### src/rtl/codec_i2s_intf.sv
// codec_i2s_intf
//   I2S codec interface and the single source of the sample strobe for the
//   effect cores. Generates MCLK/SCLK/LRCLK and the codec reset, deserializes
//   the ADC stream into lft_in/rht_in with VALID, and serializes the core's
//   lft_out/rht_out back to the DAC one frame later.
//
// Ports
//   clk, rst_n          system clock, asynchronous active-low reset
//   MCLK, SCLK, LRCLK   codec master clock, bit clock, word select (0 = left)
//   codec_rst_n         codec reset, held low RST_CYC clocks after rst_n release
//   adc_dat / dac_dat   serial data from / to the codec
//   lft_in, rht_in      captured signed stereo pair, stable between captures
//   VALID               high from capture to the end of the frame
//   lft_out, rht_out    processed pair, read only in the frame-wrap cycle
module codec_i2s_intf #(
  parameter int MCLK_HALF = 2,
  parameter int SCLK_HALF = 8,
  parameter int SLOT_BITS = 32,
  parameter int RST_CYC   = 1024
) (
  input  logic               clk,
  input  logic               rst_n,
  output logic               MCLK,
  output logic               SCLK,
  output logic               LRCLK,
  output logic               codec_rst_n,
  input  logic               adc_dat,
  output logic               dac_dat,
  output logic signed [15:0] lft_in,
  output logic signed [15:0] rht_in,
  output logic               VALID,
  input  logic signed [15:0] lft_out,
  input  logic signed [15:0] rht_out
);

  localparam int MW = (MCLK_HALF > 1) ? $clog2(MCLK_HALF) : 1;
  localparam int SW = $clog2(2 * SCLK_HALF);
  localparam int BW = $clog2(2 * SLOT_BITS);
  localparam int RW = $clog2(RST_CYC + 1);

  localparam logic [MW-1:0] MC_LAST = MW'(MCLK_HALF - 1);
  localparam logic [SW-1:0] SC_RISE = SW'(SCLK_HALF - 1);
  localparam logic [SW-1:0] SC_FALL = SW'(2 * SCLK_HALF - 1);
  localparam logic [BW-1:0] BC_LAST = BW'(2 * SLOT_BITS - 1);
  localparam logic [BW-1:0] BC_SLOT = BW'(SLOT_BITS);
  localparam logic [BW-1:0] BC_CAP  = BW'(SLOT_BITS + 16);
  localparam logic [BW-1:0] P_LSB   = BW'(16);
  localparam logic [RW-1:0] RC_LAST = RW'(RST_CYC - 1);

  logic [MW-1:0] mc;
  logic [SW-1:0] sc;
  logic [BW-1:0] bc;
  logic [BW-1:0] bc_nxt;
  logic [RW-1:0] rc;
  logic          armed;     // a full frame has completed with the codec out of reset
  logic          tx_en;     // previous frame had a VALID window, so TX data is meaningful
  logic          sc_rise;
  logic          sc_fall;
  logic          bc_wrap;
  logic          rx_shift;
  logic          cap_hit;

  logic signed [15:0] lft_sr_p0;
  logic signed [15:0] rht_sr_p0;
  logic signed [15:0] tx_lft_p0;
  logic signed [15:0] tx_rht_p0;

  // Position inside the current channel slot; 0 is the I2S delay bit.
  function automatic logic [BW-1:0] slot_pos(input logic [BW-1:0] b);
    return (b >= BC_SLOT) ? (b - BC_SLOT) : b;
  endfunction

  function automatic logic is_data_pos(input logic [BW-1:0] p);
    return (p != '0) && (p <= P_LSB);
  endfunction

  // Serial bit for bit position b: MSB at slot position 1, zero elsewhere.
  function automatic logic tx_bit(input logic [BW-1:0] b,
                                  input logic [15:0]   l,
                                  input logic [15:0]   r);
    logic [BW-1:0] p;
    logic [BW-1:0] idx;
    p   = slot_pos(b);
    idx = P_LSB - p;
    if (!is_data_pos(p)) return 1'b0;
    return (b < BC_SLOT) ? l[idx[3:0]] : r[idx[3:0]];
  endfunction

  always_comb begin
    sc_rise  = (sc == SC_RISE);
    sc_fall  = (sc == SC_FALL);
    bc_wrap  = sc_fall && (bc == BC_LAST);
    bc_nxt   = bc_wrap ? '0 : bc + 1'b1;
    rx_shift = sc_rise && is_data_pos(slot_pos(bc));
    cap_hit  = sc_rise && (bc == BC_CAP) && armed;
  end

  // ---- Stage: clock generation (MCLK, SCLK, bit counter, LRCLK) ----
  always_ff @(posedge clk or negedge rst_n) begin
    if (!rst_n) begin
      mc    <= '0;
      MCLK  <= 1'b0;
      sc    <= '0;
      SCLK  <= 1'b0;
      bc    <= '0;
      LRCLK <= 1'b0;
    end else begin
      if (mc == MC_LAST) begin
        mc   <= '0;
        MCLK <= ~MCLK;
      end else begin
        mc <= mc + 1'b1;
      end
      sc <= sc_fall ? '0 : sc + 1'b1;
      if (sc_rise) SCLK <= 1'b1;
      if (sc_fall) begin
        SCLK  <= 1'b0;
        bc    <= bc_nxt;
        LRCLK <= (bc_nxt >= BC_SLOT);
      end
    end
  end

  // ---- Stage: codec reset, frame gating, capture and DAC bit ----
  always_ff @(posedge clk or negedge rst_n) begin
    if (!rst_n) begin
      rc          <= '0;
      codec_rst_n <= 1'b0;
      armed       <= 1'b0;
      tx_en       <= 1'b0;
      VALID       <= 1'b0;
      lft_in      <= '0;
      rht_in      <= '0;
      dac_dat     <= 1'b0;
    end else begin
      if (!codec_rst_n) begin
        if (rc == RC_LAST) codec_rst_n <= 1'b1;
        else               rc          <= rc + 1'b1;
      end
      if (bc_wrap) begin
        armed <= armed | codec_rst_n;
        tx_en <= armed;
        VALID <= 1'b0;
      end
      // The right LSB is on adc_dat in this very cycle, so fold it in directly.
      if (cap_hit) begin
        VALID  <= 1'b1;
        lft_in <= lft_sr_p0;
        rht_in <= {rht_sr_p0[14:0], adc_dat};
      end
      if (sc_fall) dac_dat <= tx_en && tx_bit(bc_nxt, tx_lft_p0, tx_rht_p0);
    end
  end

  // ---- Stage: RX shift registers and TX holding registers ----
  // Shift registers always receive 16 fresh bits before any capture, and the
  // holding registers are rewritten every frame, so neither needs a reset.
  always_ff @(posedge clk) begin
    if (rx_shift) begin
      if (bc < BC_SLOT) lft_sr_p0 <= {lft_sr_p0[14:0], adc_dat};
      else              rht_sr_p0 <= {rht_sr_p0[14:0], adc_dat};
    end
    if (bc_wrap) begin
      tx_lft_p0 <= lft_out;
      tx_rht_p0 <= rht_out;
    end
  end

endmodule

### config.mk
export PLATFORM = sky130hd
export DESIGN_NAME = codec_i2s_intf
export DESIGN_NICKNAME = d
export VERILOG_FILES = /design/src/rtl/codec_i2s_intf.sv
export SDC_FILE = /design/constraint.sdc
export NUM_CORES = 1
export LEC_CHECK = 0
export BUFFER_PORTS_ARGS = -buffer_cell sky130_fd_sc_hd__buf_2
export CAP_MARGIN = 0
export CORE_UTILIZATION = 30
export CTS_CLUSTER_SIZE = 14
export DETAILED_ROUTE_END_ITERATION = 8
export PLACE_DENSITY_LB_ADDON = 0.15
export SYNTH_ARGS = -nofsm -noshare
export SYNTH_HDL_FRONTEND = slang
export SYNTH_SLANG_ARGS = --single-unit
### constraint.sdc
create_clock -name clk -period 4.4 [get_ports clk]
set_input_delay 0.44 -clock clk [delete_from_list [all_inputs] [get_ports clk]]
set_output_delay 0.44 -clock clk [all_outputs]
set_load 0.05 [all_outputs]
Word level (Yosys, flattened, before mapping). Cells that the tools add are included.

Register bits: 125. Input bits: 35. Word-level logic and storage cells: 77.

Equality and inequality tests: 5. Reduce and logical (&&, ||, !) cells: 14. Bitwise operators: 5. Muxes and demuxes: 21. Magnitude comparators: 7. $add $sub $neg: 7.

Operators with widths (count): two-way mux 6 bit (3); two-way mux 1 bit (15); equality test 6 bit, second input constant (2); >= comparator 6 bit, second input constant (2); less-or-equal comparator 6 x 5 -> 1 bit, second input constant (2); less-than comparator 6 bit, second input constant (2); nonzero test 6 bit (2); subtractor 6 bit, second input constant (2); adder 11 x 1 -> 11 bit, second input constant (1); equality test 11 x 10 -> 1 bit, second input constant (1); binary-select mux 1 bit (select 4 bit) (2); logical AND 1 bit (7); adder 6 x 1 -> 6 bit, second input constant (1); AND reduction 2 bit (3); less-than comparator 4 x 5 -> 1 bit, second input constant (1); adder 4 x 1 -> 4 bit, second input constant (1); equality test 4 x 3 -> 1 bit, second input constant (1); equality test 4 bit, second input constant (1); two-way mux 4 bit (1); NOT 1 bit (4); nonzero test 2 bit (2); subtractor 1 x 4 -> 4 bit, first input constant (1); adder 1 bit, second input constant (1); OR 1 bit (1).

Depth between registers and ports, before layout.
Word-level depth: 12. Gate-level depth with buffers: 10. Mapped depth without buffers: 9.

Least setup slack after synthesis. OpenSTA, ideal clock, no wires.

Path type: reg2reg. Start point: reg sc[0]. End point: reg dac_dat. Arrival: 3600 ps. Clock period less this slack: 3692 ps. Data required time: 4308 ps. Path slack: 708 ps. Cell stages (with the launch flop): 9. Buffers on the path: 1. Cell sequence: dfrtp_1 > ha_1 > nand3_1 > clkbuf_1 > nor3_2 > o21ai_0 > nor2_1 > mux2_2 > o31ai_2.

Word-level cells in the longest chain between the ends: 12.

Ends and longest elaborated chain: start: declaration (line 51) `logic [SW-1:0] sc;`; start signal: assignment (line 114) `sc <= sc_fall ? '0 : sc + 1'b1;`; equality test 4 bit * (line 91) `sc_fall = (sc == SC_FALL);`; logical AND 1 bit * (line 92) `bc_wrap = sc_fall && (bc == BC_LAST);`; net bc_wrap (line 59) `logic bc_wrap;`; two-way mux 6 bit * (line 93) `bc_nxt = bc_wrap ? '0 : bc + 1'b1;`; subtractor 6 bit or >= comparator 6 bit (tied branches) (line 70) `return (b >= BC_SLOT) ? (b - BC_SLOT) : b;`; two-way mux 6 bit (line 70); subtractor 1 x 4 -> 4 bit (tied with other cells) (line 84) `idx = P_LSB - p;`; binary-select mux 1 bit (select 4 bit) or logical AND 1 bit (tied branches) (line 86, 74); two-way mux 1 bit, on equally long branches (line 86, 85); two-way mux 1 bit, on equally long branches (line 86, 151); two-way mux 1 bit * (line 86) `return (b < BC_SLOT) ? l[idx[3:0]] : r[idx[3:0]];`; two-way mux 1 bit * (line 151) `if (sc_fall) dac_dat <= tx_en && tx_bit(bc_nxt, tx_lft_p0, tx_rht_p0);`; logical AND 1 bit * (line 151); end signal: assignment (line 151); end: declaration (line 28) `output logic dac_dat,`.

Mark *: on every way through the listed nets, which the timed path passes. The rest lies on a longest branch. The select of a mux whose other input is x is not followed. A chain may end at the register's enable or synchronous reset.

Worst setup path in the final report.
Start point: reg bc[0]. End point: reg dac_dat.

Word-level cells in the longest chain between the ends: 12.

Ends and longest elaborated chain: start: declaration (line 52) `logic [BW-1:0] bc;`; start signal: assignment (line 118) `bc <= bc_nxt;`; parallel branches: the longest is 2 deep, another holds adder 6 x 1 -> 6 bit; two-way mux 6 bit * (line 93); net bc_nxt[1] (line 53) `logic [BW-1:0] bc_nxt;`; subtractor 6 bit or >= comparator 6 bit (tied branches) (line 70); two-way mux 6 bit (line 70); subtractor 1 x 4 -> 4 bit (tied with other cells) (line 84); binary-select mux 1 bit (select 4 bit) or logical AND 1 bit (tied branches) (line 86, 74); two-way mux 1 bit, on equally long branches (line 86, 85); two-way mux 1 bit, on equally long branches (line 86, 151); two-way mux 1 bit * (line 86); two-way mux 1 bit * (line 151); logical AND 1 bit * (line 151).

Mark *: on every way through the listed nets, which the timed path passes. The select of a mux whose other input is x is not followed.

==> summary.txt <==
Synth
  • Sequential area share after synthesis: between 70% and 80%
  • Synth warn: 0
  • Synth area leaders: edfxtp_1 39%, dfrtp_1 32%, mux2_2 8.1%, mux4_1 3.8%, xnor2_1 1.6%
  • Synth Instances: 296
  • Area leader, netlist: edfxtp_1
  • Post-synthesis cell area: 0.00489 sq mm
  • Yosys cell types: 45
  • Post-synth net total: between 300 and 400
  • Average size of a mapped cell: 16.5 sq um
  • Async SR Flop Fraction: roughly half
  • Synth top area share: between 30% and 40%
  • Post-synth EDFFs: 63
  • Synthesis-stage register bit count: between 100 and 150
  • Most used flip-flop cell after synthesis: edfxtp_1

GRT
  • Met2 Use GR: 17.8%
  • Initial antenna violation count: 0
  • GR Util met3: around 5%
  • Largest net degree at the start of global routing: 37
  • Total track usage: 11.6%
  • Top Usage Layer GRT: met2
  • Vias in the first global route: between 2000 and 3000
  • GRT overflow: 0
  • Met1 GRT Util: roughly 14%
  • Global-route wire length before repair: ~14000 um

Power
  • Power per cell area: ~430 mW/mm^2
  • Total power: 2.62 mW
  • Peak VDD IR: 0.268 mV
  • Lkg Pwr: ~2.7 nW

Die
  • Core area: around 0.016 sq mm
  • I/O pin total: 73
  • Die Y: approximately 130 um
  • Die X-Extent: about 130 um
  • Die area: 0.0168 sq mm
  • Starting density of the core: a little under a third
  • FP Rows: between 40 and 50

Clock network
  • Worst skew pair latency: between 0.4 and 0.5 ns
  • CTS buffer count: 17
  • CTS Root Cell: clkbuf_16
  • Clock tree buffer depth: 2
  • CTS resizes: 0
  • Sink Count: about 130
  • Postcts setup bufs: 0
  • Clock-pin slew on the worst setup and hold paths: roughly 0.06 ns
  • Hold_buf cts: 0
  • CTS tree: yes
  • H-tree depth: 4

Route
  • Via count: ~2700
  • DRC errors left: 0
  • TritonRoute pass-1 iters: 4
  • Starting DRT DRC Count: 127
  • Drt via density: around 4.4
  • Antenna Nets Post-Route: 0
  • WL per Instance: 14.3 um
  • Drt total wl: a little under 9000 um

Setup path
  • Crit-path max FO: 10
  • Worst Setup Start Kind: register
  • Worst EP arrival: about 3.3 ns
  • Reg2reg end: dac_dat
  • Crit. End Element: register
  • Setup CP Type: reg -> reg
  • FF-to-FF path depth: 8
  • Worst r2r src: bc[0]
  • R2R setup slack: 1.44 ns
  • Worst path required time: 4.72 ns

Timing
  • Clock skew: around 0.0083 ns
  • Final setup viols: 0
  • Setup tns final: 0 ns
  • RSZ-0062 raised after global routing: false
  • Slew Limit Fails: 0
  • Relative slew margins: a little under half
  • Final Hold Fails: 0
  • Final critical-path share of the clock period: slightly below 70%
  • Fmax: ~340 MHz
  • Worst-Margin Slew: 0.796 ns
  • Fin crit period: ~3.0 ns

Finish
  • Area Growth Syn to Fin: 25.0%
  • Number of diodes: 0
  • Layout cells sized above 1: between 30 and 40%
  • Design area: ~0.0061 sq mm
  • Most common cell after layout, fill and taps aside: buf_2
  • Commonest non-fill, non-tap cells in the layout: 72 x buf_2, 63 x edfxtp_1, 62 x dfrtp_1
  • Final net count: between 400 and 500

Placed design
  • Number of port buffers: roughly 70
  • Area after DPL: around 0.0055 sq mm
  • Gpl congestion: 0.754
  • Detailed Place HPWL: between 5000 and 6000 um

Run
  • Max Cap Viol: 0

Outcome
  • Status: finished, final reports clean

Hold path
  • HP Class: in -> async
==> logic make-up after synthesis <==
family                     count (synthesis)  share of synthesized area (%)
buffers and inverters                     19                           1.61
adders and majority gates                  5                           1.28
DFF                                      125                           70.5
AOI/OAI and AO/OA                         28                           4.43
and+or+nand+nor                           57                           6.66
xor gates and xnor gates                  15                           2.69
muxes                                     47                           12.9
==> metal layers <==
metal | vias up | wire length (um) | part of all wire, %
met5 | - | 0 | 0
met4 | 0 | 117 | 1.3
met3 | 10 | 541 | 6.2
met2 | 74 | 4080 | 47
met1 | 1322 | 4010 | 46
li1 | 1282 | - | -
==> how the worst max path moves through the flow <==
stage	slack, ns	endpoint	startpoint
after floorplan	0.71	dac_dat	sc[0]
after CTS	1.42	dac_dat	bc[0]
after detailed placement	1.44	dac_dat	sc[0]
final	1.44	dac_dat	bc[0]
after global routing	1.23	dac_dat	bc[0]
after global placement	1.55	dac_dat	sc[0]
==> power breakdown <==
group	switching [mW]	total (mW)	internal (mW)
clock network	0.491	1.37	0.876
registers	0	1.23	1.23
logic	0.0156	0.0265	0.0109
total	0.507	2.62	2.11
==> registers in the layout, indices dropped and copies added (netlist names) <==
signal	count
LRCLK	1
MCLK	1
SCLK	1
VALID	1
armed	1
bc	6
codec_rst_n	1
dac_dat	1
lft_in	16
lft_sr_p0	16
mc	1
rc	11
rht_in	16
rht_sr_p0	15
sc	4
tx_en	1
tx_lft_p0	16
tx_rht_p0	16
==> per-stage QoR <==
step / instances / setup slack [ns] / util [%] / hold slack, ns
after floorplan: 296 / 0.708 / - / 0.144
after global placement: 578 / 1.55 / 34.8 / 0.423
after detailed placement: 578 / 1.44 / 34.8 / 0.428
after CTS: 610 / 1.42 / 38.4 / 0.133
after global routing: 610 / 1.23 / 38.4 / 0.171
final: 610 / 1.44 / 38.4 / 0.118
==> worst max-delay path, stage by stage (launching register included) <==
cell	delay (ns)
dfrtp_1	0.48
inv_1	0.14
ha_1	0.47
clkinv_1	0.33
or4_1	0.59
o21ai_0	0.21
nor2_1	0.13
mux2_2	0.31
o31ai_2	0.22
==> synth_stat cells, types with 7 or more instances <==
| cell type | n |
|---|---|
| edfxtp_1 | 63 |
| dfrtp_1 | 62 |
| mux2_2 | 35 |
| nand2_1 | 11 |
| nor2_1 | 11 |
| xnor2_1 | 9 |
| clkbuf_1 | 7 |
| inv_1 | 7 |
| mux4_1 | 7 |
| nand4_1 | 7 |
| o21ai_0 | 7 |
==> area by class of cell <==
| class | count | area, sq um |
|---|---|---|
| clock buffers | 22 | 474 |
| fillers | 1542 | 9780 |
| well taps | 216 | 270 |
| clock inverters | 10 | 113 |
| flip-flops and latches | 125 | 3440 |
| repair buffers | 77 | 398 |
| multi-input cells | 152 | 1380 |
| inverters | 8 | 30.0 |
Power figures use the tool's default switching activity.
